## src/rtl/ex_stage_mc_if.sv

```systemverilog
// ex_stage_mc_if: ID/EX input bundle and EX/MEM output bundle of the execute stage.
// slave is the execute stage's view; master is the view of whoever drives ID/EX and consumes EX/MEM.
interface ex_stage_mc_if #(
    parameter int XLEN = 32,
    parameter int REGW = 5
);
    // ID/EX side
    logic            in_valid;
    logic            in_ready;
    logic [1:0]      wb_ctl;
    logic [2:0]      m_ctl;
    logic            regdst;
    logic            alusrc;
    logic [1:0]      aluop;
    logic [6:0]      funct7;
    logic [2:0]      funct3;
    logic [XLEN-1:0] npc;
    logic [XLEN-1:0] rdata1;
    logic [XLEN-1:0] rdata2;
    logic [XLEN-1:0] imm;
    logic [REGW-1:0] rd_a;
    logic [REGW-1:0] rd_b;

    // EX/MEM side
    logic            out_valid;
    logic            out_ready;
    logic [1:0]      wb_ctl_out;
    logic            branch;
    logic            memread;
    logic            memwrite;
    logic [XLEN-1:0] branch_target;
    logic            zero;
    logic [XLEN-1:0] alu_result;
    logic [XLEN-1:0] rdata2_out;
    logic [REGW-1:0] rd_out;
    logic            busy;

    modport slave (
        input  in_valid, wb_ctl, m_ctl, regdst, alusrc, aluop, funct7, funct3,
               npc, rdata1, rdata2, imm, rd_a, rd_b, out_ready,
        output in_ready, out_valid, wb_ctl_out, branch, memread, memwrite,
               branch_target, zero, alu_result, rdata2_out, rd_out, busy
    );

    modport master (
        output in_valid, wb_ctl, m_ctl, regdst, alusrc, aluop, funct7, funct3,
               npc, rdata1, rdata2, imm, rd_a, rd_b, out_ready,
        input  in_ready, out_valid, wb_ctl_out, branch, memread, memwrite,
               branch_target, zero, alu_result, rdata2_out, rd_out, busy
    );
endinterface

```

## src/rtl/ex_stage_mc.sv

```systemverilog
// ex_stage_mc: execute stage with integrated EX/MEM register.
// Single-cycle ALU ops land in EX/MEM on the accept edge. With EX_MULDIV_EN defined, RV32M-style
// multiply/divide ops run through an iterative XLEN-cycle shift-add / restoring-divide engine and
// stall ID/EX while busy. Without EX_MULDIV_EN every op is single-cycle and funct7=0000001 is an
// ordinary R-type op.
module ex_stage_mc #(
    parameter int XLEN = 32,
    parameter int REGW = 5
) (
    input  logic         clk,
    input  logic         reset,
    ex_stage_mc_if.slave bus
);
    localparam int SHW = $clog2(XLEN);

    // Everything that travels alongside the result into EX/MEM.
    typedef struct packed {
        logic [1:0]      wb;
        logic [2:0]      m;
        logic [XLEN-1:0] bt;
        logic [XLEN-1:0] st;
        logic [REGW-1:0] rd;
    } side_t;

    logic [XLEN-1:0] alu_b;
    logic [XLEN-1:0] alu_res;
    logic [SHW-1:0]  shamt;
    logic            is_muldiv;
    logic            load_single;
    logic            load_md;
    logic [XLEN-1:0] md_res;
    side_t           side_in;
    side_t           md_side;

    // Operand B select and the single-cycle ALU.
    always_comb begin
        alu_b   = bus.alusrc ? bus.imm : bus.rdata2;
        shamt   = alu_b[SHW-1:0];
        // NOTE: give every combinational output a value before any branch, otherwise an
        // uncovered path keeps the old value and synthesis infers a latch.
        alu_res = bus.rdata1 + alu_b;
        case (bus.aluop)
            2'b01: alu_res = bus.rdata1 - alu_b;
            2'b10: begin
                case (bus.funct3)
                    3'b000: if (bus.funct7[5] && !bus.alusrc) alu_res = bus.rdata1 - alu_b;
                    3'b001: alu_res = bus.rdata1 << shamt;
                    3'b010: alu_res = {{(XLEN-1){1'b0}}, $signed(bus.rdata1) < $signed(alu_b)};
                    3'b011: alu_res = {{(XLEN-1){1'b0}}, bus.rdata1 < alu_b};
                    3'b100: alu_res = bus.rdata1 ^ alu_b;
                    3'b101: begin
                        // kept as separate statements so the arithmetic shift stays signed
                        if (bus.funct7[5]) alu_res = $signed(bus.rdata1) >>> shamt;
                        else               alu_res = bus.rdata1 >> shamt;
                    end
                    3'b110: alu_res = bus.rdata1 | alu_b;
                    default: alu_res = bus.rdata1 & alu_b;
                endcase
            end
            default: ;
        endcase
    end

    // Sideband fields captured with the instruction.
    always_comb begin
        side_in.wb = bus.wb_ctl;
        side_in.m  = bus.m_ctl;
        side_in.bt = bus.npc + bus.imm;
        side_in.st = bus.rdata2;
        side_in.rd = bus.regdst ? bus.rd_a : bus.rd_b;
    end

`ifdef EX_MULDIV_EN
    typedef enum logic [1:0] {S_IDLE, S_MUL, S_DIV, S_DONE} state_t;

    state_t          state;
    state_t          state_nx;
    logic [SHW-1:0]  cnt;
    logic            last_iter;
    logic            md_start;
    logic [XLEN-1:0] md_m;       // multiplicand or divisor magnitude
    logic [XLEN-1:0] md_hi;      // product high half / partial remainder
    logic [XLEN-1:0] md_lo;      // multiplier bits / quotient bits
    logic [2:0]      md_f3;
    logic            md_neg;     // negate product or quotient at the end
    logic            md_neg_r;   // negate remainder at the end
    logic            md_dz;      // divisor was zero
    logic            sgn_a;
    logic            sgn_b;
    logic            a_neg;
    logic            b_neg;
    logic [XLEN-1:0] a_mag;
    logic [XLEN-1:0] b_mag;
    logic [XLEN:0]   mul_sum;
    logic [XLEN:0]   div_shl;
    logic [XLEN:0]   div_diff;
    logic [2*XLEN-1:0] prod_fix;
    logic [XLEN-1:0] quot;
    logic [XLEN-1:0] rem;

    assign is_muldiv = (bus.aluop == 2'b10) && (bus.funct7 == 7'b0000001) && !bus.alusrc;
    assign md_start  = bus.in_valid && bus.in_ready && is_muldiv;
    assign last_iter = (cnt == SHW'(XLEN - 1));

    // FSM state register.
    always_ff @(posedge clk) begin
        // NOTE: sequential state uses non-blocking assignments so every register samples
        // pre-edge values regardless of process order.
        if (reset) state <= S_IDLE;
        else       state <= state_nx;
    end

    // FSM next-state logic.
    always_comb begin
        state_nx = state;
        case (state)
            S_IDLE:       if (md_start) state_nx = bus.funct3[2] ? S_DIV : S_MUL;
            S_MUL, S_DIV: if (last_iter) state_nx = S_DONE;
            default:      if (!bus.out_valid || bus.out_ready) state_nx = S_IDLE;
        endcase
    end

    // FSM outputs: upstream stall, busy flag and the EX/MEM write strobe for muldiv results.
    always_comb begin
        bus.in_ready = (state == S_IDLE) && (!bus.out_valid || bus.out_ready);
        bus.busy     = (state != S_IDLE);
        load_md      = (state == S_DONE) && (!bus.out_valid || bus.out_ready);
    end

    // Operand signedness and magnitudes at accept; the engine itself is unsigned.
    always_comb begin
        if (bus.funct3[2]) begin
            sgn_a = !bus.funct3[0];
            sgn_b = !bus.funct3[0];
        end else begin
            sgn_a = (bus.funct3[1:0] == 2'b01) || (bus.funct3[1:0] == 2'b10);
            sgn_b = (bus.funct3[1:0] == 2'b01);
        end
        a_neg = sgn_a && bus.rdata1[XLEN-1];
        b_neg = sgn_b && bus.rdata2[XLEN-1];
        a_mag = a_neg ? -bus.rdata1 : bus.rdata1;
        b_mag = b_neg ? -bus.rdata2 : bus.rdata2;
    end

    // One shift-add step and one restoring-divide step.
    always_comb begin
        mul_sum  = {1'b0, md_hi} + {1'b0, (md_lo[0] ? md_m : {XLEN{1'b0}})};
        div_shl  = {md_hi, md_lo[XLEN-1]};
        div_diff = div_shl - {1'b0, md_m};
    end

    // Iteration counter; back at 0 after every complete op and after reset.
    always_ff @(posedge clk) begin
        if (reset)                                 cnt <= '0;
        else if (state == S_MUL || state == S_DIV) cnt <= cnt + 1'b1;
    end

    // Muldiv working registers.
    // NOTE: these are only read after md_start has loaded them, so they carry no reset and
    // stay plain enable flops.
    always_ff @(posedge clk) begin
        if (md_start) begin
            md_m     <= bus.funct3[2] ? b_mag : a_mag;
            md_lo    <= bus.funct3[2] ? a_mag : b_mag;
            md_hi    <= '0;
            md_f3    <= bus.funct3;
            md_neg   <= a_neg ^ b_neg;
            md_neg_r <= a_neg;
            md_dz    <= (bus.rdata2 == '0);
            md_side  <= side_in;
        end else if (state == S_MUL) begin
            {md_hi, md_lo} <= {mul_sum, md_lo[XLEN-1:1]};
        end else if (state == S_DIV) begin
            if (!div_diff[XLEN]) begin
                md_hi <= div_diff[XLEN-1:0];
                md_lo <= {md_lo[XLEN-2:0], 1'b1};
            end else begin
                md_hi <= div_shl[XLEN-1:0];
                md_lo <= {md_lo[XLEN-2:0], 1'b0};
            end
        end
    end

    // Sign correction and result select for the finished op.
    always_comb begin
        prod_fix = md_neg ? -{md_hi, md_lo} : {md_hi, md_lo};
        quot     = md_dz ? {XLEN{1'b1}} : (md_neg ? -md_lo : md_lo);
        rem      = md_neg_r ? -md_hi : md_hi;
        if (md_f3[2])                 md_res = md_f3[1] ? rem : quot;
        else if (md_f3[1:0] == 2'b00) md_res = prod_fix[XLEN-1:0];
        else                          md_res = prod_fix[2*XLEN-1:XLEN];
    end
`else
    assign is_muldiv    = 1'b0;
    assign load_md      = 1'b0;
    assign md_res       = '0;
    assign md_side      = '0;
    assign bus.busy     = 1'b0;
    assign bus.in_ready = !bus.out_valid || bus.out_ready;
`endif

    assign load_single = bus.in_valid && bus.in_ready && !is_muldiv;

    // EX/MEM pipeline register: load a new result, hold under backpressure, or drain.
    always_ff @(posedge clk) begin
        if (reset) begin
            bus.out_valid     <= 1'b0;
            bus.wb_ctl_out    <= '0;
            bus.branch        <= 1'b0;
            bus.memread       <= 1'b0;
            bus.memwrite      <= 1'b0;
            bus.branch_target <= '0;
            bus.zero          <= 1'b0;
            bus.alu_result    <= '0;
            bus.rdata2_out    <= '0;
            bus.rd_out        <= '0;
        end else if (load_single) begin
            bus.out_valid     <= 1'b1;
            bus.wb_ctl_out    <= side_in.wb;
            {bus.branch, bus.memread, bus.memwrite} <= side_in.m;
            bus.branch_target <= side_in.bt;
            bus.zero          <= (alu_res == '0);
            bus.alu_result    <= alu_res;
            bus.rdata2_out    <= side_in.st;
            bus.rd_out        <= side_in.rd;
        end else if (load_md) begin
            bus.out_valid     <= 1'b1;
            bus.wb_ctl_out    <= md_side.wb;
            {bus.branch, bus.memread, bus.memwrite} <= md_side.m;
            bus.branch_target <= md_side.bt;
            bus.zero          <= (md_res == '0);
            bus.alu_result    <= md_res;
            bus.rdata2_out    <= md_side.st;
            bus.rd_out        <= md_side.rd;
        end else if (bus.out_ready) begin
            bus.out_valid     <= 1'b0;
        end
    end
endmodule
```

## src/flat_wrapper.sv

```systemverilog
// flat-port wrapper written by rule: the top's interface ports become plain ports
module ex_stage_mc_flat 
#(
    parameter int XLEN = 32,
    parameter int REGW = 5
)
  (clk, reset, bus_in_valid, bus_wb_ctl, bus_m_ctl, bus_regdst, bus_alusrc, bus_aluop, bus_funct7, bus_funct3, bus_npc, bus_rdata1, bus_rdata2, bus_imm, bus_rd_a, bus_rd_b, bus_out_ready, bus_in_ready, bus_out_valid, bus_wb_ctl_out, bus_branch, bus_memread, bus_memwrite, bus_branch_target, bus_zero, bus_alu_result, bus_rdata2_out, bus_rd_out, bus_busy);
  ex_stage_mc_if #(.XLEN(XLEN), .REGW(REGW)) bus_i ();
  input  logic clk;
  input  logic reset;
  input wire logic [$bits(bus_i.in_valid)-1:0] bus_in_valid;
  input wire logic [$bits(bus_i.wb_ctl)-1:0] bus_wb_ctl;
  input wire logic [$bits(bus_i.m_ctl)-1:0] bus_m_ctl;
  input wire logic [$bits(bus_i.regdst)-1:0] bus_regdst;
  input wire logic [$bits(bus_i.alusrc)-1:0] bus_alusrc;
  input wire logic [$bits(bus_i.aluop)-1:0] bus_aluop;
  input wire logic [$bits(bus_i.funct7)-1:0] bus_funct7;
  input wire logic [$bits(bus_i.funct3)-1:0] bus_funct3;
  input wire logic [$bits(bus_i.npc)-1:0] bus_npc;
  input wire logic [$bits(bus_i.rdata1)-1:0] bus_rdata1;
  input wire logic [$bits(bus_i.rdata2)-1:0] bus_rdata2;
  input wire logic [$bits(bus_i.imm)-1:0] bus_imm;
  input wire logic [$bits(bus_i.rd_a)-1:0] bus_rd_a;
  input wire logic [$bits(bus_i.rd_b)-1:0] bus_rd_b;
  input wire logic [$bits(bus_i.out_ready)-1:0] bus_out_ready;
  output wire logic [$bits(bus_i.in_ready)-1:0] bus_in_ready;
  output wire logic [$bits(bus_i.out_valid)-1:0] bus_out_valid;
  output wire logic [$bits(bus_i.wb_ctl_out)-1:0] bus_wb_ctl_out;
  output wire logic [$bits(bus_i.branch)-1:0] bus_branch;
  output wire logic [$bits(bus_i.memread)-1:0] bus_memread;
  output wire logic [$bits(bus_i.memwrite)-1:0] bus_memwrite;
  output wire logic [$bits(bus_i.branch_target)-1:0] bus_branch_target;
  output wire logic [$bits(bus_i.zero)-1:0] bus_zero;
  output wire logic [$bits(bus_i.alu_result)-1:0] bus_alu_result;
  output wire logic [$bits(bus_i.rdata2_out)-1:0] bus_rdata2_out;
  output wire logic [$bits(bus_i.rd_out)-1:0] bus_rd_out;
  output wire logic [$bits(bus_i.busy)-1:0] bus_busy;
  assign bus_i.in_valid = bus_in_valid;
  assign bus_i.wb_ctl = bus_wb_ctl;
  assign bus_i.m_ctl = bus_m_ctl;
  assign bus_i.regdst = bus_regdst;
  assign bus_i.alusrc = bus_alusrc;
  assign bus_i.aluop = bus_aluop;
  assign bus_i.funct7 = bus_funct7;
  assign bus_i.funct3 = bus_funct3;
  assign bus_i.npc = bus_npc;
  assign bus_i.rdata1 = bus_rdata1;
  assign bus_i.rdata2 = bus_rdata2;
  assign bus_i.imm = bus_imm;
  assign bus_i.rd_a = bus_rd_a;
  assign bus_i.rd_b = bus_rd_b;
  assign bus_i.out_ready = bus_out_ready;
  assign bus_in_ready = bus_i.in_ready;
  assign bus_out_valid = bus_i.out_valid;
  assign bus_wb_ctl_out = bus_i.wb_ctl_out;
  assign bus_branch = bus_i.branch;
  assign bus_memread = bus_i.memread;
  assign bus_memwrite = bus_i.memwrite;
  assign bus_branch_target = bus_i.branch_target;
  assign bus_zero = bus_i.zero;
  assign bus_alu_result = bus_i.alu_result;
  assign bus_rdata2_out = bus_i.rdata2_out;
  assign bus_rd_out = bus_i.rd_out;
  assign bus_busy = bus_i.busy;
  ex_stage_mc #(.XLEN(XLEN), .REGW(REGW)) u_core (.clk(clk), .reset(reset), .bus(bus_i));
endmodule
```

## config.mk

```make
export PLATFORM = sky130hd
export DESIGN_NAME = ex_stage_mc_flat
export DESIGN_NICKNAME = d
export VERILOG_FILES = /design/src/rtl/ex_stage_mc_if.sv /design/src/rtl/ex_stage_mc.sv /design/src/flat_wrapper.sv
export SDC_FILE = /design/constraint.sdc
export NUM_CORES = 1
export LEC_CHECK = 0
export CAP_MARGIN = 20
export CORE_MARGIN = 4
export CORE_UTILIZATION = 40
export DETAILED_ROUTE_END_ITERATION = 10
export GPL_TIMING_DRIVEN = 1
export MAX_ROUTING_LAYER = met4
export PLACE_DENSITY_LB_ADDON = 0.1
export SYNTH_ARGS = -nofsm -noshare
export SYNTH_HDL_FRONTEND = slang
export SYNTH_SLANG_ARGS = --single-unit
```

## constraint.sdc

```tcl
create_clock -name clk -period 13.9 [get_ports clk]
set_input_delay 2.78 -clock clk [delete_from_list [all_inputs] [get_ports clk]]
set_output_delay 2.78 -clock clk [all_outputs]
set_load 0.03 [all_outputs]
```

==> summary.txt, run 1 <==
Status
  • Outcome: finished clean

Logic synthesis
  • Share of the yosys chip area belonging to registers: 0.1375
  • Main combinational cell family by area after synthesis: compound AO/OA/AOI/OAI gates
  • Post-synthesis instance area: 0.01572 mm²
  • Asr flop ratio synth: 0
  • Synthesis-stage register bit count: 108
  • Dominant register cell in the synthesized netlist: sky130_fd_sc_hd__dfxtp_1
  • XOR/XNOR Fraction of Synth Area: 0.03565
  • Cell count after synthesis: 2150
  • Basic-gate share of the synthesized area counting and, or, nand and nor cells: 0.1931
  • Multiplexer area fraction after synthesis: 0.1420
  • Library cells used by synthesis: 85
  • Warnings, synthesis: 0
  • Number of nets produced by synthesis: 2451
  • Post-synthesis area per instance: 7.312 µm²
  • Compound-cell area share of the yosys netlist: 0.3090
  • Post-Synth Adder-Cell Area: 0.1129
  • Number of flops mapped to enable cells by yosys: 0

GRT
  • Global-route wire length before repair: 110.2 mm
  • Total gr overflow: 0
  • Number of antenna violations at the first check in global routing: 1
  • GRT Total Usage: 0.3482
  • Number of global-route vias before repair: 17130
  • Largest net degree at the start of global routing: 65

Die
  • Die outline height: 206.3 µm
  • Row cnt: 72
  • Width of the die: 206.3 µm
  • Overall die area: 0.04254 mm²
  • Initial standard-cell utilization of the core: 0.4058
  • Core area: 0.03874 mm²
  • # IOs: 271

STA
  • Slew at the pin closest to its max-slew limit: 1.144 ns
  • Final period demand of the worst path: 9.593 ns
  • Final worst path period share: 0.6901
  • Worst relative slew slack: 0.2348
  • Final worst setup slack: 4.307 ns
  • Final-layout setup total negative slack: 0 ns
  • Worst hold slack across all endpoints: 0.4526 ns
  • Max Clk Rate: 104.2 MHz
  • Final-report setup violation count: 0
  • RSZ-0062 raised after global routing: false
  • Setup clock skew after layout: 0.008842 ns
  • Number of hold-slack violations in the final timing report: 0
  • Final Slew Violations: 0

Clock tree
  • Clock tree sinks: 108
  • Post-cts gate resize count: 0
  • Clock edge transition at the registers on the reported setup and hold paths: 0.08 ns
  • Root buffer selected by CTS: sky130_fd_sc_hd__clkbuf_16
  • Hold buffer count at CTS: 0
  • # H-tree levels: 3
  • Count of buffers added by post-CTS timing repair for setup: 0
  • Number of buffers between clock root and the deepest sink: 2
  • CTS tree: built
  • Number of buffers inserted during clock tree synthesis: 9
  • Skew-Pair Late Insertion Delay: 0.36 ns

Drt
  • Iteration count of the initial detailed-routing pass: 6
  • Routed via count divided by cell count: 6.399
  • DRC violation count after routing: 0
  • Iteration-0 DRC count of the detailed router: 1932
  • Routed Antenna Nets: 0
  • Routed wirelength normalized by instance count: 26.67 µm
  • Total length of routed wires: 75.60 mm
  • Detailed-route via count: 18140

Worst hold path
  • Source of the worst hold timing path: u_core.bus.branch_target[14]
  • Worst-case hold path end point: u_core.bus.branch_target[14]
  • Cell depth of the worst min-delay path: 2
  • Class of the tightest hold or removal check: reg -> reg

Final layout
  • Share of final-layout standard cells stronger than drive strength 1: 0.06390
  • Number of fill cells in the layout: 3976
  • Net count reported at finish: 2612
  • Most common cell after layout, fill and taps aside: sky130_fd_sc_hd__nand2_1
  • Area grow syn2layout: 21.03%
  • Layout Cell Area excl Fill: 0.01903 mm²
  • Most used cells in the layout excluding fill and tap cells: sky130_fd_sc_hd__nand2_1 (293), sky130_fd_sc_hd__clkdlybuf4s50_1 (261), sky130_fd_sc_hd__a21oi_1 (204)

Setup path
  • Flop-to-flop setup slack: 10.43 ns
  • Crit path cell chain: buf_2 -> buf_4 -> mux2i_4 -> buf_4 -> inv_4 -> ha_1 -> fa_1 -> o21bai_1 -> a2111o_1 -> a21oi_1 -> o211a_1 -> o31ai_1 -> o31ai_1 -> o21ai_0 -> a22oi_1 -> nor4_1 -> nand4_1 -> or4_1 -> o41ai_2
  • Endpoint required time on the critical path: 14.16 ns
  • CP Data Arrival Time: 9.85 ns
  • Crit path kind: in -> reg
  • Reg2Reg Depth: 8
  • Kind of capture point of the worst setup path: flip-flop
  • Worst flop-to-flop path endpoint: u_core.bus.zero
  • CP max FO: 47
  • Crit-path slowest cell: sky130_fd_sc_hd__nor4_1
  • Worst reg2reg path startpoint: u_core.bus.out_valid
  • Type of origin of the critical path: primary input
  • Crit-path max cell delay: 0.65 ns

Job
  • Max-cap check violation count: 0

Place
  • Count of input and output buffers: 263
  • Worst slack at placement: 4.137 ns
  • Post-Place Cell Area: 0.01873 mm²
  • Post-DP HPWL: 57.70 mm
  • Placer Congestion: 1.037

Pwr
  • Worst vdd rail ir drop: 0.06779 mV
  • Overall power of the completed layout: 1.535 mW
  • Static Leak: 7.715 nW
  • Ratio of total power to cell area: 80.66 mW/mm²
[metrics by stage]
stage / instances / util
after CTS: 2834 / 0.4911
after detailed placement: 2818 / 0.4834
after floorplan: 2150 / -
after global placement: 2818 / 0.4834
after global routing: 2835 / 0.4912
final: 2835 / 0.4912
[area by class of cell]
class                      count  area, µm²  area share
tap                          518      648.1     0.03406
clock inverter                 7      73.82    0.003880
antenna                        1      2.502   0.0001315
multi-input combinational   1767      12520      0.6579
clock buffer                   9      225.2     0.01184
sequential                   108       2162      0.1136
inverter                     119      449.2     0.02361
timing repair buffer         306       2948      0.1549
[per-layer routing]
metal,GRT usage,vias up,share of wire
li1,-,8266,-
met1,0.4616,8779,0.42
met2,0.5401,960,0.46
met3,0.06104,137,0.087
met4,0.1162,0,0.041
met5,-,-,0
[kinds of logic (layout without fill, tap and decap cells)]
logic type	count (synthesis)	after routing
flops	108	108
buf+inv	275	441
other cells	1	2
xor+xnor	64	64
compound gates	724	724
simple gates	680	680
mux	158	158
fa+ha+maj	140	140
[worst max-delay path by stage]
stage               startpoint         endpoint  slack [ns]  cells past startpoint
global route        bus_alusrc  u_core.bus.zero        4.02                     19
floorplan           bus_alusrc  u_core.bus.zero        6.27                     19
finish              bus_alusrc  u_core.bus.zero        4.31                     19
global placement    bus_alusrc  u_core.bus.zero        4.27                     19
CTS                 bus_alusrc  u_core.bus.zero        4.49                     19
detailed placement  bus_alusrc  u_core.bus.zero        4.14                     19
[cell usage after synthesis, drive strengths merged, types with 31 or more instances]
cell type / count / area, µm²
buf: 40 / 210.2
xnor2: 47 / 411.6
clkbuf: 116 / 435.4
nor3: 38 / 190.2
nor2: 172 / 645.6
o21ai: 112 / 560.5
dfxtp: 108 / 2162
a31oi: 31 / 193.9
mux4: 46 / 1051
a21o: 33 / 247.7
nand2: 294 / 1104
a21oi: 204 / 1021
ha: 137 / 1714
inv: 116 / 437.9
mux2i: 107 / 1125
a211oi: 59 / 442.9
nand3: 41 / 205.2
[worst max-delay path, delay by kind of cell]
kind	cells	cell delay (ns)
buffers and inverters	4	1.68
multiplexers	1	0.33
adder cells (fa/ha/maj)	2	0.80
AND/OR/NAND/NOR	3	1.36
AO/OA/AOI/OAI	9	2.81
[report_power, final]
part / total [mW] / switching [mW] / internal, mW
registers: 0.349 / 0.0134 / 0.336
logic: 0.920 / 0.578 / 0.342
clock network: 0.266 / 0.125 / 0.141
total: 1.53 / 0.716 / 0.819
[registers in the layout (all words and copies together) (netlist names)]
name,flops
u_core.bus.zero,1
u_core.bus.rdata2_out,32
u_core.bus.out_valid,1
u_core.bus.memread,1
u_core.bus.rd_out,5
u_core.bus.alu_result,32
u_core.bus.memwrite,1
u_core.bus.wb_ctl_out,2
u_core.bus.branch,1
u_core.bus.branch_target,32
(Power assumes the default switching activity.)
==> inputs of run 2 (changes only) <==
Clock period 13.9 ns to 8.4 ns, I/O delays scaled along.
==> run 2 against run 1 <==
  * First-iteration DRC count rose by 4.0%
  * Critical path depth decreased by 4
  * Routed wire length grew 0.75%
  * Final cell count grew 0.85%
  * Global-route usage is 0.12 points higher
  * Clock-buffer cell count stayed put
  * Total power is 65% higher
==> summary.txt, run 2 (same netlist as run 1, synthesis figures left out) <==
Status
  • Outcome: finished clean (unchanged)

Setup path
  • Kind of capture point of the worst setup path: flip-flop (unchanged)
  • Crit path kind: in -> reg (unchanged)
  • Type of origin of the critical path: primary input (unchanged)
  • Worst reg2reg path startpoint: u_core.bus.out_valid (unchanged)
  • Reg2Reg Depth: 9 (was 8)
  • Flop-to-flop setup slack: 5.24 ns (was 10.43 ns)
  • CP Capture Point: u_core.bus.zero (unchanged)
  • Worst flop-to-flop path endpoint: u_core.bus.zero (unchanged)
  • Endpoint required time on the critical path: 8.67 ns (was 14.16 ns)
  • Critical path origin: bus_alusrc (unchanged)
  • CP max FO: 36 (was 47)
  • CP Data Arrival Time: 7.18 ns (was 9.85 ns)

Die
  • # IOs: 271 (unchanged)
  • Row cnt: 72 (unchanged)
  • Core area: 0.03874 mm² (unchanged)
  • Overall die area: 0.04254 mm² (unchanged)
  • Die outline height: 206.3 µm (unchanged)
  • Initial standard-cell utilization of the core: 0.4058 (unchanged)
  • Width of the die: 206.3 µm (unchanged)

Clock tree
  • CTS tree: built (unchanged)
  • Skew-Pair Late Insertion Delay: 0.37 ns (was 0.36 ns)
  • Clock edge transition at the registers on the reported setup and hold paths: 0.07 ns (was 0.08 ns)
  • Root buffer selected by CTS: sky130_fd_sc_hd__clkbuf_16 (unchanged)
  • Post-cts gate resize count: 0 (unchanged)
  • Number of buffers inserted during clock tree synthesis: 9 (unchanged)
  • Hold buffer count at CTS: 0 (unchanged)
  • Count of buffers added by post-CTS timing repair for setup: 0 (unchanged)
  • Number of buffers between clock root and the deepest sink: 2 (unchanged)
  • Clock tree sinks: 108 (unchanged)
  • # H-tree levels: 3 (unchanged)

STA
  • Final-layout setup total negative slack: 0 ns (unchanged)
  • Final Slew Violations: 0 (unchanged)
  • Slew at the pin closest to its max-slew limit: 1.109 ns (was 1.144 ns)
  • Worst hold slack across all endpoints: 0.4550 ns (was 0.4526 ns)
  • Setup clock skew after layout: 0.01114 ns (was 0.008842 ns)
  • Worst relative slew slack: 0.2413 (was 0.2348)
  • RSZ-0062 raised after global routing: false (unchanged)
  • Max Clk Rate: 144.7 MHz
  • Final period demand of the worst path: 6.912 ns
  • Final-report setup violation count: 0 (unchanged)
  • Number of hold-slack violations in the final timing report: 0 (unchanged)
  • Final worst path period share: 0.8228

Final layout
  • Net count reported at finish: 2636 (was 2612)
  • Non-filler instance count after layout: 2859 (was 2835)
  • Most common cell after layout, fill and taps aside: sky130_fd_sc_hd__nand2_1 (unchanged)
  • Number of fill cells in the layout: 3877 (was 3976)
  • Layout Cell Area excl Fill: 0.01919 mm² (was 0.01903 mm²)
  • Biggest regs: u_core.bus.alu_result x32, u_core.bus.branch_target x32, u_core.bus.rdata2_out x32 (unchanged)
  • Area grow syn2layout: 22.06% (was 21.03%)
  • Most used cells in the layout excluding fill and tap cells: sky130_fd_sc_hd__nand2_1 (293), sky130_fd_sc_hd__clkdlybuf4s50_1 (261), sky130_fd_sc_hd__a21oi_1 (204) (unchanged)
  • Share of final-layout standard cells stronger than drive strength 1: 0.07308 (was 0.06390)

Place
  • Placer Congestion: 1.027 (was 1.037)
  • Post-DP HPWL: 59.26 mm (was 57.70 mm)
  • Count of input and output buffers: 263 (unchanged)
  • Post-Place Cell Area: 0.01890 mm² (was 0.01873 mm²)
  • Number of cells after detailed placement: 2842 (was 2818)

Pwr
  • Internal power component: 1.338 mW (was 0.8189 mW)
  • Combinational share of power: 0.609 (was 0.600)
  • Worst vdd rail ir drop: 0.1029 mV (was 0.06779 mV)
  • Ratio of total power to cell area: 132.0 mW/mm² (was 80.66 mW/mm²)
  • Clk pwr share: 0.163 (was 0.173)
  • Static Leak: 7.817 nW (was 7.715 nW)
  • Switching share of total power: 0.4718 (was 0.4664)
  • Switching pwr: 1.195 mW (was 0.7157 mW)
  • Seq pwr share: 0.228 (was 0.227)

Drt
  • DRC violation count after routing: 0 (unchanged)
  • Routed Antenna Nets: 0 (unchanged)
  • Total length of routed wires: 76.17 mm (was 75.60 mm)
  • Routed wirelength normalized by instance count: 26.64 µm (was 26.67 µm)
  • Routed via count divided by cell count: 6.439 (was 6.399)
  • Iteration count of the initial detailed-routing pass: 6 (unchanged)
  • Iteration-0 DRC count of the detailed router: 2010 (was 1932)
  • Detailed-route via count: 18410 (was 18140)

GRT
  • Number of global-route vias before repair: 17200 (was 17130)
  • Total gr overflow: 0 (unchanged)
  • GRT Total Usage: 0.3494 (was 0.3482)
  • Global-route wire length before repair: 110.5 mm (was 110.2 mm)
  • Number of antenna violations at the first check in global routing: 0 (was 1)
  • Largest net degree at the start of global routing: 66 (was 65)

Job
  • Max-cap check violation count: 0 (unchanged)

Worst hold path
  • Class of the tightest hold or removal check: reg -> reg (unchanged)
-- run 2: cell types whose count changed in the layout (fill, tap and decap cells not counted), sizes merged --
| cell | before | now |
|---|---|---|
| bufinv | 1 | 0 |
| clkinvlp | 1 | 2 |
| buf | 45 | 69 |
-- run 2: per-stage QoR --
stage	worst slack (ns)	total power [mW]	util
after floorplan	1.875	1.529	-
after global placement	1.278	2.078	0.4880
after detailed placement	1.252	2.083	0.4880
after CTS	1.616	2.506	0.4953
after global routing	1.141	2.663	0.4953
final	1.488	2.533	0.4954
-- run 2: critical path: stages --
cell and delay (ns):
sky130_fd_sc_hd__buf_2 0.38, sky130_fd_sc_hd__mux2i_4 0.75, sky130_fd_sc_hd__buf_4 0.61, sky130_fd_sc_hd__mux4_2 0.63, sky130_fd_sc_hd__mux2i_1 0.50, sky130_fd_sc_hd__o22ai_1 0.16, sky130_fd_sc_hd__nor4_1 0.21, sky130_fd_sc_hd__a21oi_1 0.19
sky130_fd_sc_hd__a221oi_1 0.46, sky130_fd_sc_hd__nand4_1 0.24, sky130_fd_sc_hd__nor4_1 0.28, sky130_fd_sc_hd__buf_4 0.18, sky130_fd_sc_hd__nand4_1 0.08, sky130_fd_sc_hd__or4_1 0.50, sky130_fd_sc_hd__o41ai_2 0.27
-- run 2: layer usage --
layer	GRT usage	share of wire	routed length (µm)
met5	-	0	0
met4	0.1229	0.043	3311
met3	0.07908	0.098	7439
met2	0.5260	0.44	33800
met1	0.4629	0.42	31620
-- run 2: power groups by stage --
stage / logic (mW) / registers (mW) / clock network (mW)
5_1_grt: 1.63 / 0.584 / 0.446
2_1_floorplan: 0.855 / 0.674 / 0
3_3_place_gp: 1.49 / 0.588 / 0
4_1_cts: 1.50 / 0.578 / 0.426
3_5_place_dp: 1.49 / 0.590 / 0
6_report: 1.54 / 0.578 / 0.413
-- run 2: area by class of cell --
class / count / area, µm² / share of cell area
antenna: 1 / 2.502 / 0.0001304
tap: 518 / 648.1 / 0.03377
timing repair buffer: 330 / 3128 / 0.1630
inverter: 119 / 449.2 / 0.02341
sequential: 108 / 2162 / 0.1127
clock buffer: 9 / 225.2 / 0.01174
clock inverter: 7 / 58.81 / 0.003064
multi-input combinational: 1767 / 12520 / 0.6522
-- run 2: how the worst min path moves through the flow --
stage,start,endpoint,slack (ns),cells after the start
after floorplan,u_core.bus.branch_target[26],u_core.bus.branch_target[26],0.58,2
after global placement,u_core.bus.branch_target[13],u_core.bus.branch_target[13],0.44,2
after detailed placement,u_core.bus.branch_target[22],u_core.bus.branch_target[22],0.45,2
after CTS,u_core.bus.branch_target[29],u_core.bus.branch_target[29],0.45,2
after global routing,u_core.bus.branch_target[15],u_core.bus.branch_target[15],0.47,2
final,u_core.bus.rdata2_out[25],u_core.bus.rdata2_out[25],0.45,2
==> inputs of run 3 (changes only) <==
Clock period 8.4 ns to 6.8 ns, I/O delays scaled along.
==> run 3 against run 2 <==
  * Sequential power is 23% higher
  * Combinational power is 29% higher
  * Largest cell class unchanged
  * Final cell count is 3.6% higher
  * Die area stayed put
  * Highest routed layer unchanged
  * Register-to-register slack worse by 1.6 ns
  * Critical path type unchanged
==> summary.txt, run 3 (same netlist as run 1, synthesis figures left out) <==
Status
  • Outcome: finished clean (unchanged)

Clock tree
  • Root buffer selected by CTS: sky130_fd_sc_hd__clkbuf_16 (unchanged)
  • # H-tree levels: 3 (unchanged)
  • Number of buffers inserted during clock tree synthesis: 9 (unchanged)
  • Count of buffers added by post-CTS timing repair for setup: 0 (unchanged)
  • Skew-Pair Late Insertion Delay: 0.36 ns (was 0.37 ns)
  • Clock edge transition at the registers on the reported setup and hold paths: 0.08 ns (was 0.07 ns)
  • CTS tree: built (unchanged)
  • Clock tree sinks: 108 (unchanged)
  • Number of buffers between clock root and the deepest sink: 2 (unchanged)
  • Post-cts gate resize count: 0 (unchanged)
  • Hold buffer count at CTS: 0 (unchanged)

Setup path
  • Type of origin of the critical path: primary input (unchanged)
  • Flop-to-flop setup slack: 3.63 ns (was 5.24 ns)
  • Kind of capture point of the worst setup path: flip-flop (unchanged)
  • CP max FO: 11 (was 36)
  • Worst reg2reg path startpoint: u_core.bus.out_valid (unchanged)
  • Crit path kind: in -> reg (unchanged)
  • Reg2Reg Depth: 9 (unchanged)
  • Endpoint required time on the critical path: 7.07 ns (was 8.67 ns)
  • Worst flop-to-flop path endpoint: u_core.bus.zero (unchanged)
  • CP Data Arrival Time: 6.44 ns (was 7.18 ns)

Drt
  • Iteration-0 DRC count of the detailed router: 2079 (was 2010)
  • Routed wirelength normalized by instance count: 25.88 µm (was 26.64 µm)
  • Total length of routed wires: 76.64 mm (was 76.17 mm)
  • Routed via count divided by cell count: 6.312 (was 6.439)
  • DRC violation count after routing: 0 (unchanged)
  • Routed Antenna Nets: 0 (unchanged)
  • Iteration count of the initial detailed-routing pass: 5 (was 6)
  • Detailed-route via count: 18690 (was 18410)

Place
  • Placer Congestion: 1.107 (was 1.027)
  • Post-DP HPWL: 60.74 mm (was 59.26 mm)
  • Count of input and output buffers: 263 (unchanged)
  • Post-Place Cell Area: 0.01967 mm² (was 0.01890 mm²)

Die
  • # IOs: 271 (unchanged)
  • Core area: 0.03874 mm² (unchanged)
  • Overall die area: 0.04254 mm² (unchanged)
  • Die outline height: 206.3 µm (unchanged)
  • Width of the die: 206.3 µm (unchanged)
  • Initial standard-cell utilization of the core: 0.4058 (unchanged)
  • Row cnt: 72 (unchanged)

Final layout
  • Area grow syn2layout: 27.34% (was 22.06%)
  • Layout Cell Area excl Fill: 0.02002 mm² (was 0.01919 mm²)
  • Net count reported at finish: 2737 (was 2636)
  • Biggest regs: u_core.bus.alu_result x32, u_core.bus.branch_target x32, u_core.bus.rdata2_out x32 (unchanged)
  • Share of final-layout standard cells stronger than drive strength 1: 0.1118 (was 0.07308)
  • Most common cell after layout, fill and taps aside: sky130_fd_sc_hd__nand2_1 (unchanged)
  • Most used cells in the layout excluding fill and tap cells: sky130_fd_sc_hd__nand2_1 (293), sky130_fd_sc_hd__clkdlybuf4s50_1 (261), sky130_fd_sc_hd__a21oi_1 (204) (unchanged)

Pwr
  • Overall power of the completed layout: 3.293 mW (was 2.533 mW)
  • Worst vdd rail ir drop: 0.1451 mV (was 0.1029 mV)
  • Static Leak: 8.338 nW (was 7.817 nW)
  • Ratio of total power to cell area: 164.5 mW/mm² (was 132.0 mW/mm²)

STA
  • Final-layout setup total negative slack: 0 ns (unchanged)
  • Number of hold-slack violations in the final timing report: 0 (unchanged)
  • Worst relative slew slack: 0.2334 (was 0.2413)
  • Final period demand of the worst path: 6.171 ns
  • Final Slew Violations: 0 (unchanged)
  • Final-report setup violation count: 0 (unchanged)
  • Max Clk Rate: 162.1 MHz
  • Worst hold slack across all endpoints: 0.4511 ns (was 0.4550 ns)
  • Slew at the pin closest to its max-slew limit: 1.146 ns (was 1.109 ns)
  • Setup clock skew after layout: 0.004874 ns (was 0.01114 ns)
  • Final worst path period share: 0.9075
  • RSZ-0062 raised after global routing: false (unchanged)

GRT
  • Largest net degree at the start of global routing: 64 (was 66)
  • GRT Total Usage: 0.3537 (was 0.3494)
  • Number of antenna violations at the first check in global routing: 1 (was 0)
  • Number of global-route vias before repair: 17540 (was 17200)
  • Global-route wire length before repair: 112.2 mm (was 110.5 mm)
  • Total gr overflow: 0 (unchanged)

Worst hold path
  • Source of the worst hold timing path: u_core.bus.branch_target[14] (was u_core.bus.rdata2_out[25])
  • Class of the tightest hold or removal check: reg -> reg (unchanged)
  • Worst-case hold path end point: u_core.bus.branch_target[14] (was u_core.bus.rdata2_out[25])
  • Cell depth of the worst min-delay path: 2 (unchanged)

Job
  • Max-cap check violation count: 0 (unchanged)
==> run 3: per-layer routing <==
| layer | vias to the layer above | share of wire | global-route usage |
|---|---|---|---|
| met4 | 0 | 0.043 | 0.1126 |
| met5 | - | 0 | - |
| met1 | 8982 | 0.41 | 0.4661 |
| met2 | 1026 | 0.46 | 0.5496 |
| li1 | 8515 | - | - |
| met3 | 168 | 0.091 | 0.06888 |
==> run 3: area by class of cell <==
class,count,area [µm²]
repair buffers,431,3915
diodes,2,5.005
clock inverters,7,105.1
fillers,3945,18720
well taps,518,648.1
inverters,119,449.2
clock buffers,9,225.2
multi-input cells,1767,12510
flip-flops and latches,108,2162
==> run 3: report_power, final <==
part | internal (mW) | total, mW | switching, mW | leakage (nW)
sequential | 0.686 | 0.713 | 0.0267 | 0.890
combinational | 0.782 | 1.99 | 1.21 | 7.29
clock | 0.329 | 0.588 | 0.259 | 0.159
==> run 3: metrics by stage <==
stage               setup slack [ns]    util  instances
floorplan                     0.5948       -       2150
global placement              0.3312  0.5078       2942
detailed placement            0.3331  0.5078       2942
global route                  0.4112  0.5167       2960
CTS                           0.6873  0.5164       2958
finish                        0.6293  0.5168       2961
==> run 3: how the worst max path moves through the flow <==
stage	depth (start not counted)	to	slack, ns	start
after global routing	17	u_core.bus.zero	0.41	bus_imm[4]
after floorplan	19	u_core.bus.zero	0.59	bus_alusrc
after CTS	15	u_core.bus.zero	0.69	bus_rdata2[12]
after global placement	15	u_core.bus.zero	0.33	bus_rdata2[12]
after detailed placement	15	u_core.bus.zero	0.33	bus_rdata2[12]
final	15	u_core.bus.zero	0.63	bus_rdata2[12]
==> run 3: critical path: stages <==
cell	delay, ns
sky130_fd_sc_hd__clkdlybuf4s50_1	0.46
sky130_fd_sc_hd__mux2i_1	0.43
sky130_fd_sc_hd__ha_1	0.46
sky130_fd_sc_hd__and3_1	0.23
sky130_fd_sc_hd__a2111o_1	0.46
sky130_fd_sc_hd__or4_1	0.49
sky130_fd_sc_hd__a21o_1	0.28
sky130_fd_sc_hd__o211a_1	0.28
sky130_fd_sc_hd__o32ai_2	0.29
sky130_fd_sc_hd__xnor2_1	0.11
sky130_fd_sc_hd__a221oi_1	0.43
sky130_fd_sc_hd__and4_1	0.30
sky130_fd_sc_hd__nand4_1	0.08
sky130_fd_sc_hd__or4_1	0.50
sky130_fd_sc_hd__o41ai_2	0.27
